[src/rtl/prog_loader_if.sv]
// Stream-in / memory-write-out bundle for the program loader.
// The slave view belongs to the loader. The master view belongs to the host and memory side.
interface prog_loader_if #(
   parameter int XLEN   = 32,
   parameter int ADDR_W = 32
);
   logic              s_valid;
   logic              s_ready;
   logic [XLEN-1:0]   s_data;
   logic              s_last;
   logic              mem_we;
   logic [ADDR_W-1:0] mem_addr;
   logic [XLEN-1:0]   mem_wdata;

   modport master (
      output s_valid, s_data, s_last,
      input  s_ready, mem_we, mem_addr, mem_wdata
   );

   modport slave (
      input  s_valid, s_data, s_last,
      output s_ready, mem_we, mem_addr, mem_wdata
   );
endinterface

[src/rtl/prog_loader.sv]
// Program loader and run controller.
// It streams instruction words into inst_mem from BASE_ADDR and appends a terminator.
// It then releases the core from reset for a budget derived from the program length.
module prog_loader #(
   parameter int                 XLEN         = 32,
   parameter int                 ADDR_W       = 32,
   parameter logic [ADDR_W-1:0]  BASE_ADDR    = 'h4,
   parameter int unsigned        DEPTH        = 1024,
   parameter int unsigned        CYC_PER_WORD = 1,
   parameter int unsigned        TAIL_CYCLES  = 2,
   parameter logic [XLEN-1:0]    TERM_WORD    = '0
) (
   input  logic                        clk,
   input  logic                        rst,
   input  logic                        start,
   prog_loader_if.slave                bus,
   output logic                        core_rst,
   output logic                        busy,
   output logic                        done,
   output logic                        err,
   output logic [$clog2(DEPTH+1)-1:0]  word_count
);
   localparam int WC_W = $clog2(DEPTH + 1);
   localparam logic [ADDR_W-1:0] STEP = ADDR_W'(XLEN / 8);

   localparam logic [2:0] S_IDLE = 3'd0;
   localparam logic [2:0] S_LOAD = 3'd1;
   localparam logic [2:0] S_TERM = 3'd2;
   localparam logic [2:0] S_RUN  = 3'd3;
   localparam logic [2:0] S_DONE = 3'd4;

   logic [2:0]        state;
   logic [ADDR_W-1:0] ptr;
   logic [31:0]       budget;
   logic              we_q;
   logic [ADDR_W-1:0] addr_q;
   logic [XLEN-1:0]   wdata_q;
   logic [WC_W-1:0]   wc_q;
   logic              err_q;
   logic              handshake;
   logic [63:0]       budget_full;
   logic [31:0]       budget_init;

   assign handshake     = bus.s_valid && (state == S_LOAD);
   assign bus.s_ready   = (state == S_LOAD);
   assign bus.mem_we    = we_q;
   assign bus.mem_addr  = addr_q;
   assign bus.mem_wdata = wdata_q;
   assign core_rst      = (state != S_RUN);
   assign busy          = (state == S_LOAD) || (state == S_TERM) || (state == S_RUN);
   assign done          = (state == S_DONE);
   assign err           = err_q;
   assign word_count    = wc_q;

   // Run budget: words * cycles-per-word + tail, saturated to 32 bits
   always_comb begin
      budget_full = 64'(wc_q) * 64'(CYC_PER_WORD) + 64'(TAIL_CYCLES);
      budget_init = (budget_full > 64'h0000_0000_FFFF_FFFF) ? '1 : budget_full[31:0];
   end

   // Sequencer: load stream, write terminator, run the core, report completion
   always_ff @(posedge clk) begin
      if (!rst) begin
         state   <= S_IDLE;
         ptr     <= '0;
         budget  <= '0;
         we_q    <= 1'b0;
         addr_q  <= '0;
         wdata_q <= '0;
         wc_q    <= '0;
         err_q   <= 1'b0;
      end else begin
         we_q <= 1'b0;
         case (state)
            S_IDLE, S_DONE: begin
               if (start) begin
                  state <= S_LOAD;
                  wc_q  <= '0;
                  err_q <= 1'b0;
                  ptr   <= BASE_ADDR;
               end
            end
            S_LOAD: begin
               if (handshake) begin
                  we_q    <= 1'b1;
                  addr_q  <= ptr;
                  wdata_q <= bus.s_data;
                  ptr     <= ptr + STEP;
                  wc_q    <= wc_q + 1'b1;
                  // s_last takes priority over the overflow condition on the same word
                  if (bus.s_last) begin
                     state <= S_TERM;
                  end else if (wc_q == WC_W'(DEPTH - 1)) begin
                     err_q <= 1'b1;
                     state <= S_DONE;
                  end
               end
            end
            S_TERM: begin
               we_q    <= 1'b1;
               addr_q  <= ptr;
               wdata_q <= TERM_WORD;
               budget  <= budget_init;
               state   <= S_RUN;
            end
            S_RUN: begin
               budget <= budget - 32'd1;
               // A zero budget still gets one run cycle and cannot wrap around
               if (budget <= 32'd1) state <= S_DONE;
            end
            default: state <= S_IDLE;
         endcase
      end
   end
endmodule

[src/flat_wrapper.sv]
// flat-port wrapper written by rule: the top's interface ports become plain ports
module prog_loader_flat 
#(
   parameter int                 XLEN         = 32,
   parameter int                 ADDR_W       = 32,
   parameter logic [ADDR_W-1:0]  BASE_ADDR    = 'h4,
   parameter int unsigned        DEPTH        = 1024,
   parameter int unsigned        CYC_PER_WORD = 1,
   parameter int unsigned        TAIL_CYCLES  = 2,
   parameter logic [XLEN-1:0]    TERM_WORD    = '0
)
  (clk, rst, start, core_rst, busy, done, err, word_count, bus_s_valid, bus_s_data, bus_s_last, bus_s_ready, bus_mem_we, bus_mem_addr, bus_mem_wdata);
  prog_loader_if #(.XLEN(XLEN), .ADDR_W(ADDR_W)) bus_i ();
  input  logic clk;
  input  logic rst;
  input  logic start;
  output logic core_rst;
  output logic busy;
  output logic done;
  output logic err;
  output logic [$clog2(DEPTH+1)-1:0] word_count;
  input wire logic [$bits(bus_i.s_valid)-1:0] bus_s_valid;
  input wire logic [$bits(bus_i.s_data)-1:0] bus_s_data;
  input wire logic [$bits(bus_i.s_last)-1:0] bus_s_last;
  output wire logic [$bits(bus_i.s_ready)-1:0] bus_s_ready;
  output wire logic [$bits(bus_i.mem_we)-1:0] bus_mem_we;
  output wire logic [$bits(bus_i.mem_addr)-1:0] bus_mem_addr;
  output wire logic [$bits(bus_i.mem_wdata)-1:0] bus_mem_wdata;
  assign bus_i.s_valid = bus_s_valid;
  assign bus_i.s_data = bus_s_data;
  assign bus_i.s_last = bus_s_last;
  assign bus_s_ready = bus_i.s_ready;
  assign bus_mem_we = bus_i.mem_we;
  assign bus_mem_addr = bus_i.mem_addr;
  assign bus_mem_wdata = bus_i.mem_wdata;
  prog_loader #(.XLEN(XLEN), .ADDR_W(ADDR_W), .BASE_ADDR(BASE_ADDR), .DEPTH(DEPTH), .CYC_PER_WORD(CYC_PER_WORD), .TAIL_CYCLES(TAIL_CYCLES), .TERM_WORD(TERM_WORD)) u_core (.clk(clk), .rst(rst), .start(start), .bus(bus_i), .core_rst(core_rst), .busy(busy), .done(done), .err(err), .word_count(word_count));
endmodule
[config.mk]
export PLATFORM = sky130hd
export DESIGN_NAME = prog_loader_flat
export DESIGN_NICKNAME = d
export VERILOG_FILES = /design/src/rtl/prog_loader_if.sv /design/src/rtl/prog_loader.sv /design/src/flat_wrapper.sv
export SDC_FILE = /design/constraint.sdc
export NUM_CORES = 1
export LEC_CHECK = 0
export ABC_AREA = 1
export BUFFER_PORTS_ARGS = -buffer_cell sky130_fd_sc_hd__buf_2
export CAP_MARGIN = 20
export CORE_MARGIN = 1.5
export CORE_UTILIZATION = 40
export DETAILED_ROUTE_END_ITERATION = 12
export PLACE_DENSITY_LB_ADDON = 0.1
export REMOVE_ABC_BUFFERS = 1
export SLEW_MARGIN = 5
export SYNTH_ARGS = -nofsm -noshare
export SYNTH_HDL_FRONTEND = slang
export SYNTH_SLANG_ARGS = --single-unit
[constraint.sdc]
create_clock -name clk -period 3.59 [get_ports clk]
set_input_delay 0.718 -clock clk [delete_from_list [all_inputs] [get_ports clk]]
set_output_delay 0.718 -clock clk [all_outputs]
set_load 0.01 [all_outputs]
==> impl_results.md, run 1 <==
* Outcome: finished clean
* Pwr dens at between 500 and 600 nW/µm²
* Die span in y at 131 µm
* Worst reg2reg path depth at 10
* Routed length per instance at between 10 and 15 µm
* H-Tree Level Count at 4
* Sequential area share after synthesis at between 40% and 50%
* Most used flip-flop cell after synthesis: sky130_fd_sc_hd__dfxtp_1
* Post-synthesis area per instance at roughly 6.8 µm²
* Critical path startpoint: u_core.state[1]
* GR Util All Layers at between 20% and 30%
* Normalized max-slew margin at 54.9%
* Share of the cycle needed by the critical path after routing at approximately 66%
* Worst setup skew after layout at 0.00585 ns
* End of the worst register-to-register path: u_core.bus.mem_wdata[17]
* Most common cell after layout, fill and taps aside: sky130_fd_sc_hd__nand2_1
* Slew @ Worst Pin at between 0.6 and 0.7 ns
* Remaining DRCs at 0
* Element type at the critical path end: output port
* Largest voltage drop on the vdd net at 350 µV
* Flops & latches, synth at 140
* Kind of path behind the tightest hold check: reg -> reg
* Setup repair after global routing missed its margin: false
* Worst EP arrival at between 1.5 and 2 ns
* Synth-to-layout area growth at 20.3%
* Effective utilization at floorplan at 41.0%
* Global-route wire length before repair at 26900 µm
* Non-Filler Instances at 1304
* Final Wtd Congestion at just over 0.8
* Final wirelength at ~16000 µm
* Post-route minimum period at 2.36 ns
* Postcts setup bufs at 0
* Root Driver: sky130_fd_sc_hd__clkbuf_16
* Setup-failing EPs final at 0
* Post-synth top area cell: sky130_fd_sc_hd__dfxtp_1
* RR Startpoint: u_core.state[2]
* Total core area at ~16000 µm²
* Skew-Pair Late Insertion Delay at approximately 0.42 ns
* Dpl hpwl at ~12000 µm
* Instance count of the mapped netlist at between 900 and 1k
* TritonCTS clock tree: yes
* Max Transition Viols Final at 0
* Leak Pwr at 0.00357 µW
* Data required time at the worst endpoint at 2.87 ns
* Antenna violations before repair at 1
* Post-synth ARST share at 0%
* Starting DRC count in detailed routing at around 350
* Die boundary width at around 130 µm
* Multi-input gate area at 3120 µm²
* Number of nets in the final layout at between 1k and 1.5k
* Maximum buffer depth of the clock tree at 2
* Count of standard-cell rows at 46
* Post-route core utilization at approximately half
* Routed via count at about 6.2k
* Remaining antenna violation count at 0
* Cells taking the most area after synthesis: sky130_fd_sc_hd__dfxtp_1 43%, sky130_fd_sc_hd__nand2_1 14%, sky130_fd_sc_hd__nor2_1 8.9%, sky130_fd_sc_hd__a21oi_1 7.8%, sky130_fd_sc_hd__inv_1 6.0%
* Number of hold buffers added after CTS at 0
* Max-cap violations at 0
* Final-layout fill cell count at about 1.7k
* Post-cts gate resize count at 0
* Maximum number of pins on one net before global-route repair at between 40 and 50
* Maximum fanout along the worst path at 8
* Share of the synthesized area in the top cell type at 43.0%
* Number of distinct library cell variants in the gate-level netlist after synthesis at 43
* Die Area at ~17000 µm²
* Share of final-layout standard cells stronger than drive strength 1 at roughly 18%
* Cell Area, Synth at between 6000 and 7000 µm²
* Final hold violations at 0
* Number of sinks on the clock net at 140
* Via density at between 4 and 5
* Gr ovfl total at 0
* Setup Crit Path Kind: reg -> out
* EDFF count, synth at 0
* Number of placed instances with taps included at approximately 1.3k
* Termination of the worst setup path: core_rst
* CP Launch Type: flip-flop
* Number of CTS-inserted buffers at 17
* Count of port buffers added during placement at 115
* Clock slew seen by the registers of the worst setup and hold paths at about 0.06 ns
* Number of warning messages in the yosys log at 0
* Number of global-route vias before repair at 5563
* Detailed-router iteration count before antenna repair at 5
* Reg-to-reg slack, setup at between 1 and 1.5 ns
* Post-Route Setup TNS at 0 ns
* Sequential cell area at roughly 2800 µm²
* Top-level I/O count at around 120
* Most used cells in the layout excluding fill and tap cells: 241 x sky130_fd_sc_hd__nand2_1, 153 x sky130_fd_sc_hd__nor2_1, 140 x sky130_fd_sc_hd__dfxtp_1, 115 x sky130_fd_sc_hd__buf_2, 104 x sky130_fd_sc_hd__inv_1
* Fmax at around 420 MHz
-- kinds of logic after synthesis --
logic type | Yosys count | share of synthesized area (%)
flip-flops | 140 | 43.0
AO/OA/AOI/OAI | 177 | 14.2
buffers and inverters | 142 | 9.16
adder cells (fa/ha/maj) | 5 | 0.961
AND/OR/NAND/NOR | 495 | 32.2
XOR/XNOR | 3 | 0.404
other | 1 | 0.0576
-- how the worst min path moves through the flow --
stage                                  start                        to  slack [ns]  cells past startpoint
floorplan                  u_core.budget[12]         u_core.budget[12]        0.44                      1
global placement    u_core.bus.mem_wdata[23]  u_core.bus.mem_wdata[23]        0.45                      2
detailed placement  u_core.bus.mem_wdata[18]  u_core.bus.mem_wdata[18]        0.45                      2
CTS                 u_core.bus.mem_wdata[18]  u_core.bus.mem_wdata[18]        0.46                      2
global route         u_core.bus.mem_wdata[9]   u_core.bus.mem_wdata[9]        0.48                      2
finish              u_core.bus.mem_wdata[18]  u_core.bus.mem_wdata[18]        0.46                      2
-- registers in the layout, summed over array words and instances, names as in the netlist --
register and cells:
u_core.ptr 30, u_core.state 3, u_core.bus.mem_addr 30, u_core.bus.mem_wdata 32, u_core.err 1, u_core.word_count 11, u_core.bus.mem_we 1, u_core.budget 32
-- Yosys cell counts (all sizes together), types with 2 or more instances --
cell type and n:
nand4 7, clkbuf 8, a31oi 2, a22oi 2
ha 5, o31ai 2, o21a 2, o21ai 60
a21oi 101, dfxtp 140, nand3 45, o21bai 3
inv 111, nand2 247, buf 23, xor2 3
nor4 2, nor3 20, nor2 169
-- critical path, stage by stage, from the launching register on --
cell                      delay, ns
sky130_fd_sc_hd__dfxtp_1       0.43
sky130_fd_sc_hd__inv_1         0.10
sky130_fd_sc_hd__nor2_2        0.38
sky130_fd_sc_hd__inv_2         0.15
sky130_fd_sc_hd__buf_2         0.17
-- report_power, final --
| part | leakage [µW] | internal [µW] | total, µW | switching [µW] |
|---|---|---|---|---|
| clock network | 0.000282 | 1030 | 1750 | 715 |
| logic | 0.00215 | 200 | 590 | 390 |
| registers | 0.00114 | 1640 | 1700 | 55.8 |
| total | 0.00357 | 2880 | 4040 | 1160 |
-- final cells by class --
| type | count | share of cell area, % |
|---|---|---|
| multi-input combinational | 682 | 39.8 |
| sequential | 140 | 35.8 |
| timing repair buffer | 122 | 8.02 |
| clock buffer | 17 | 5.43 |
| inverter | 111 | 5.35 |
| tap | 216 | 3.45 |
| clock inverter | 15 | 2.11 |
| antenna | 1 | 0.0319 |
-- layer usage --
| metal | track usage [%] | up-vias | wire length [µm] | part of all wire, % |
|---|---|---|---|---|
| met4 | 5.88 | 0 | 208 | 1.3 |
| met5 | 0 | - | 0 | 0 |
| met3 | 6.07 | 17 | 927 | 5.6 |
| li1 | - | 3289 | - | - |
| met2 | 30.4 | 138 | 7000 | 43 |
| met1 | 27.7 | 2769 | 8300 | 50 |
-- metrics by stage --
stage	cell area (µm²)	hold slack (ns)	total power (µW)	worst slack, ns
floorplan	6340	0.443	2110	0.903
global placement	7240	0.446	2330	1.42
detailed placement	7240	0.453	2330	1.31
CTS	7830	0.462	4080	1.21
global route	7830	0.483	4250	1.02
finish	7830	0.459	4040	1.23
(Power assumes the default switching activity.)
==> run 2: changes to the inputs <==
--- a/config.mk
+++ b/config.mk
@@ -5,7 +5,7 @@
 export SDC_FILE = /design/constraint.sdc
 export NUM_CORES = 1
 export LEC_CHECK = 0
-export ABC_AREA = 1
+export ABC_AREA = 0
 export BUFFER_PORTS_ARGS = -buffer_cell sky130_fd_sc_hd__buf_2
 export CAP_MARGIN = 20
 export CORE_MARGIN = 1.5
==> constraint.sdc (replaced) <==
create_clock -name clk -period 2.35 [get_ports clk]
set_input_delay 0.47 -clock clk [delete_from_list [all_inputs] [get_ports clk]]
set_output_delay 0.47 -clock clk [all_outputs]
set_load 0.01 [all_outputs]
==> impl_results.md, run 2 <==
* Skew-Pair Late Insertion Delay at 0.42 ns (about the same)
* Number of diodes added for antenna fixing at 0 (-1)
* TritonCTS clock tree: yes
* Normalized max-slew margin at 67.0% (+12 points)
* Largest voltage drop on the vdd net at 576 µV (+65%)
* Total core area at 15300 µm² (-3.9%)
* Final-layout fill cell count at 1507 (-8.8%)
* Slew @ Worst Pin at 0.491 ns (-0.184 ns)
* Number of CTS-inserted buffers at 17 (unchanged)
* EDFF count, synth at 0 (unchanged)
* Worst setup slack after placement at 0.0888 ns (-1.22 ns)
* Dpl hpwl at 11200 µm (-6.8%)
* Leak Pwr at 0.00320 µW (-10%)
* Maximum fanout along the worst path at 5 (-3)
* Effective utilization at floorplan at 41.0% (+0.052 points)
* Instance count of the mapped netlist at 745 (-23%)
* Count of port buffers added during placement at 115 (unchanged)
* Number of distinct library cell variants in the gate-level netlist after synthesis at 59 (+37%)
* Most used cells in the layout excluding fill and tap cells: 144 x sky130_fd_sc_hd__nand2_1, 139 x sky130_fd_sc_hd__dfxtp_1, 115 x sky130_fd_sc_hd__buf_2, 64 x sky130_fd_sc_hd__nor2_1, 58 x sky130_fd_sc_hd__a21boi_0
* Gr ovfl total at 0 (unchanged)
* Routed length per instance at 14.5 µm (+15%)
* Maximum buffer depth of the clock tree at 2 (unchanged)
* H-Tree Level Count at 4 (unchanged)
* GR Util All Layers at 20.3% (+0.21 points)
* Outcome: finished clean
* Cell with the most instances after synthesis: sky130_fd_sc_hd__nand2_1
* Max-cap violations at 0 (unchanged)
* Cell breakdown of the critical path: or4_4 > or3_4 > or3_4 > or4_1 > a21oi_1
* Final Wtd Congestion at 0.830 (+0.96%)
* Highest-delay cell along the critical path: sky130_fd_sc_hd__or4_4
* Post-synth top area cell: sky130_fd_sc_hd__dfxtp_1
* Most used flip-flop cell after synthesis: sky130_fd_sc_hd__dfxtp_1
* Most common cell after layout, fill and taps aside: sky130_fd_sc_hd__nand2_1
* Post-route core utilization at 51.5% (+2.2 points)
* Top-level I/O count at 118 (unchanged)
* Cell area after layout at 7860 µm² (+0.37%)
* Number of global-route vias before repair at 5530 (-0.59%)
* Most frequent CP cell: sky130_fd_sc_hd__or3_4
* Die boundary width at 128 µm (-1.9%)
* Starting DRC count in detailed routing at 263 (-24%)
* Worst EP arrival at 2.62 ns (+0.97 ns)
* Sequential area share after synthesis at 44.7% (+1.7 points)
* Worst setup skew after layout at 0.00854 ns (+0.00269 ns)
* Number of hold buffers added after CTS at 0 (unchanged)
* Post-synthesis area per instance at 8.41 µm² (+24%)
* Fmax at 441 MHz
* Most frequent cells after synthesis: 144 x sky130_fd_sc_hd__nand2_1, 140 x sky130_fd_sc_hd__dfxtp_1, 65 x sky130_fd_sc_hd__nor2_1, 58 x sky130_fd_sc_hd__a21boi_0, 48 x sky130_fd_sc_hd__nand3_1
* Post-Route Hold Slack at 0.287 ns (-0.172 ns)
* Die span in y at 128 µm (-1.9%)
* Cell Area, Synth at 6260 µm² (-3.8%)
* Multi-input gate area at 3280 µm² (+5.3%)
* Setup repair after global routing missed its margin: false
* Count of standard-cell rows at 45 (-2.2%)
* Routed via count at 5636 (-9.3%)
* Number of nets in the final layout at 914 (-18%)
* Die Area at 16400 µm² (-3.7%)
* Detailed-router iteration count before antenna repair at 4 (-1)
* Setup slack of the critical path after layout at 0.0808 ns (-1.14 ns)
* CP max stage delay at 0.56 ns (+0.13 ns)
* Share of the cycle needed by the critical path after routing at between 90 and 100%
* Post-synth ARST share at 0% (unchanged)
* Data required time at the worst endpoint at 2.70 ns (-0.17 ns)
* Setup Crit Path Kind: reg -> reg
* Pwr dens at 1170 nW/µm² (+130%)
* Root Driver: sky130_fd_sc_hd__clkbuf_16
* Number of sinks on the clock net at 140 (unchanged)
* Cells taking the most area after synthesis: sky130_fd_sc_hd__dfxtp_1 45%, sky130_fd_sc_hd__nand2_1 8.6%, sky130_fd_sc_hd__a21boi_0 7.0%, sky130_fd_sc_hd__xor2_1 6.3%, sky130_fd_sc_hd__nor2_1 3.9%
* Remaining DRCs at 0 (unchanged)
* CP Launch Type: flip-flop
* Max Transition Viols Final at 0 (unchanged)
* Sequential cell area at 2800 µm² (about the same)
* Final hold violations at 0 (unchanged)
* Placed cell areas at 7230 µm² (-0.10%)
* Via density at 5.14 (+7.9%)
* Clock slew seen by the registers of the worst setup and hold paths at 0.06 ns (about the same)
* Synth-to-layout area growth at 25.5%
* Number of warning messages in the yosys log at 0 (unchanged)
* Maximum number of pins on one net before global-route repair at 43 (+2.4%)
* Post-route minimum period at between 2 and 2.5 ns
* Share of the synthesized area in the top cell type at 44.7% (+1.7 points)
* Share of final-layout standard cells stronger than drive strength 1 at 22.7% (+5.1 points)
* Flops & latches, synth at 140 (unchanged)
* Setup-failing EPs final at 0 (unchanged)
* Final wirelength at 15900 µm (-3.2%)
* Element type at the critical path end: flip-flop
* Kind of path behind the tightest hold check: in -> reg
* Remaining antenna violation count at 0 (unchanged)
* Global-route wire length before repair at 26600 µm (-1.2%)
* Antenna violations before repair at 0 (-1)
## run 2: cell count changes in the layout (fill, tap and decap cells not counted), moves of 11 or more
cell	delta
sky130_fd_sc_hd__nand2_1	-97
sky130_fd_sc_hd__inv_1	-98
sky130_fd_sc_hd__nor2_1	-89
sky130_fd_sc_hd__xor2_1	+42
sky130_fd_sc_hd__buf_4	+28
sky130_fd_sc_hd__nand4_1	+14
sky130_fd_sc_hd__nor3_1	-11
sky130_fd_sc_hd__or4_1	+11
sky130_fd_sc_hd__o21ai_0	-48
sky130_fd_sc_hd__a21boi_0	+57
sky130_fd_sc_hd__a21oi_1	-76
## run 2: cells by family (layout without fill, tap and decap cells)
group | Yosys count | after routing | synth area share (%)
AOI/OAI and AO/OA | 123 | 123 | 13.7
xor gates and xnor gates | 55 | 55 | 7.69
adders and majority gates | 5 | 5 | 0.999
buffers and inverters | 50 | 189 | 3.12
DFF | 140 | 140 | 44.7
muxes | 6 | 6 | 0.979
other | 1 | 2 | 0.0599
and+or+nand+nor | 365 | 365 | 28.7
## run 2: path summary, 6_finish.rpt
| path | from | end | slack [ns] | depth (start not counted) |
|---|---|---|---|---|
| worst max register to register | u_core.budget[22] | u_core.budget[31] | 0.08 | 5 |
| worst min register to register | u_core.bus.mem_wdata[7] | u_core.bus.mem_wdata[7] | 0.45 | 2 |
| worst min-delay path | bus_s_data[31] | u_core.bus.mem_wdata[31] | 0.29 | 3 |
| worst max-delay path | u_core.budget[22] | u_core.budget[31] | 0.08 | 5 |
## run 2: layer usage
layer / wire length (µm) / GRT usage, % / part of all wire [%]
met1: 7420 / 25.2 / 47
met2: 7510 / 33.6 / 47
met3: 640 / 5.22 / 4.0
met4: 359 / 8.33 / 2.3
met5: 0 / 0 / 0
## run 2: final cells by class
class	count	area share, %
clock buffers	20	5.94
clock inverters	12	2.05
inverters	6	0.286
multi-input cells	556	41.8
flip-flops and latches	140	35.7
well taps	211	3.36
repair buffers	151	10.9
## run 2: report_power, final
group | total [µW] | leakage, µW | internal (µW) | switching (µW)
Clock | 2820 | 0.000299 | 1760 | 1060
Sequential | 2960 | 0.00113 | 2690 | 267
Combinational | 3390 | 0.00177 | 1440 | 1950
## run 2: critical path, delay by kind of cell, from the launching register on
family / cells / cell delay (ns)
AOI/OAI and AO/OA: 1 / 0.15
DFF: 1 / 0.33
and+or+nand+nor: 4 / 1.72
## run 2: what timing repair did
| action | CTS | global route |
|---|---|---|
| endpoints found under the hold margin | 0 | 0 |
| resized for setup | 0 | 2 |
| buffers inserted | 0 | 0 |
| endpoints found under the setup margin | 0 | 2 |
## run 2: per-stage QoR
step	power (µW)	std cells	setup TNS, ns
2_1_floorplan	5050	702	-17.71
3_3_place_gp	6270	1064	0
3_5_place_dp	6400	1064	0
4_1_cts	9250	1096	0
5_1_grt	9780	1096	0
6_report	9170	1096	0
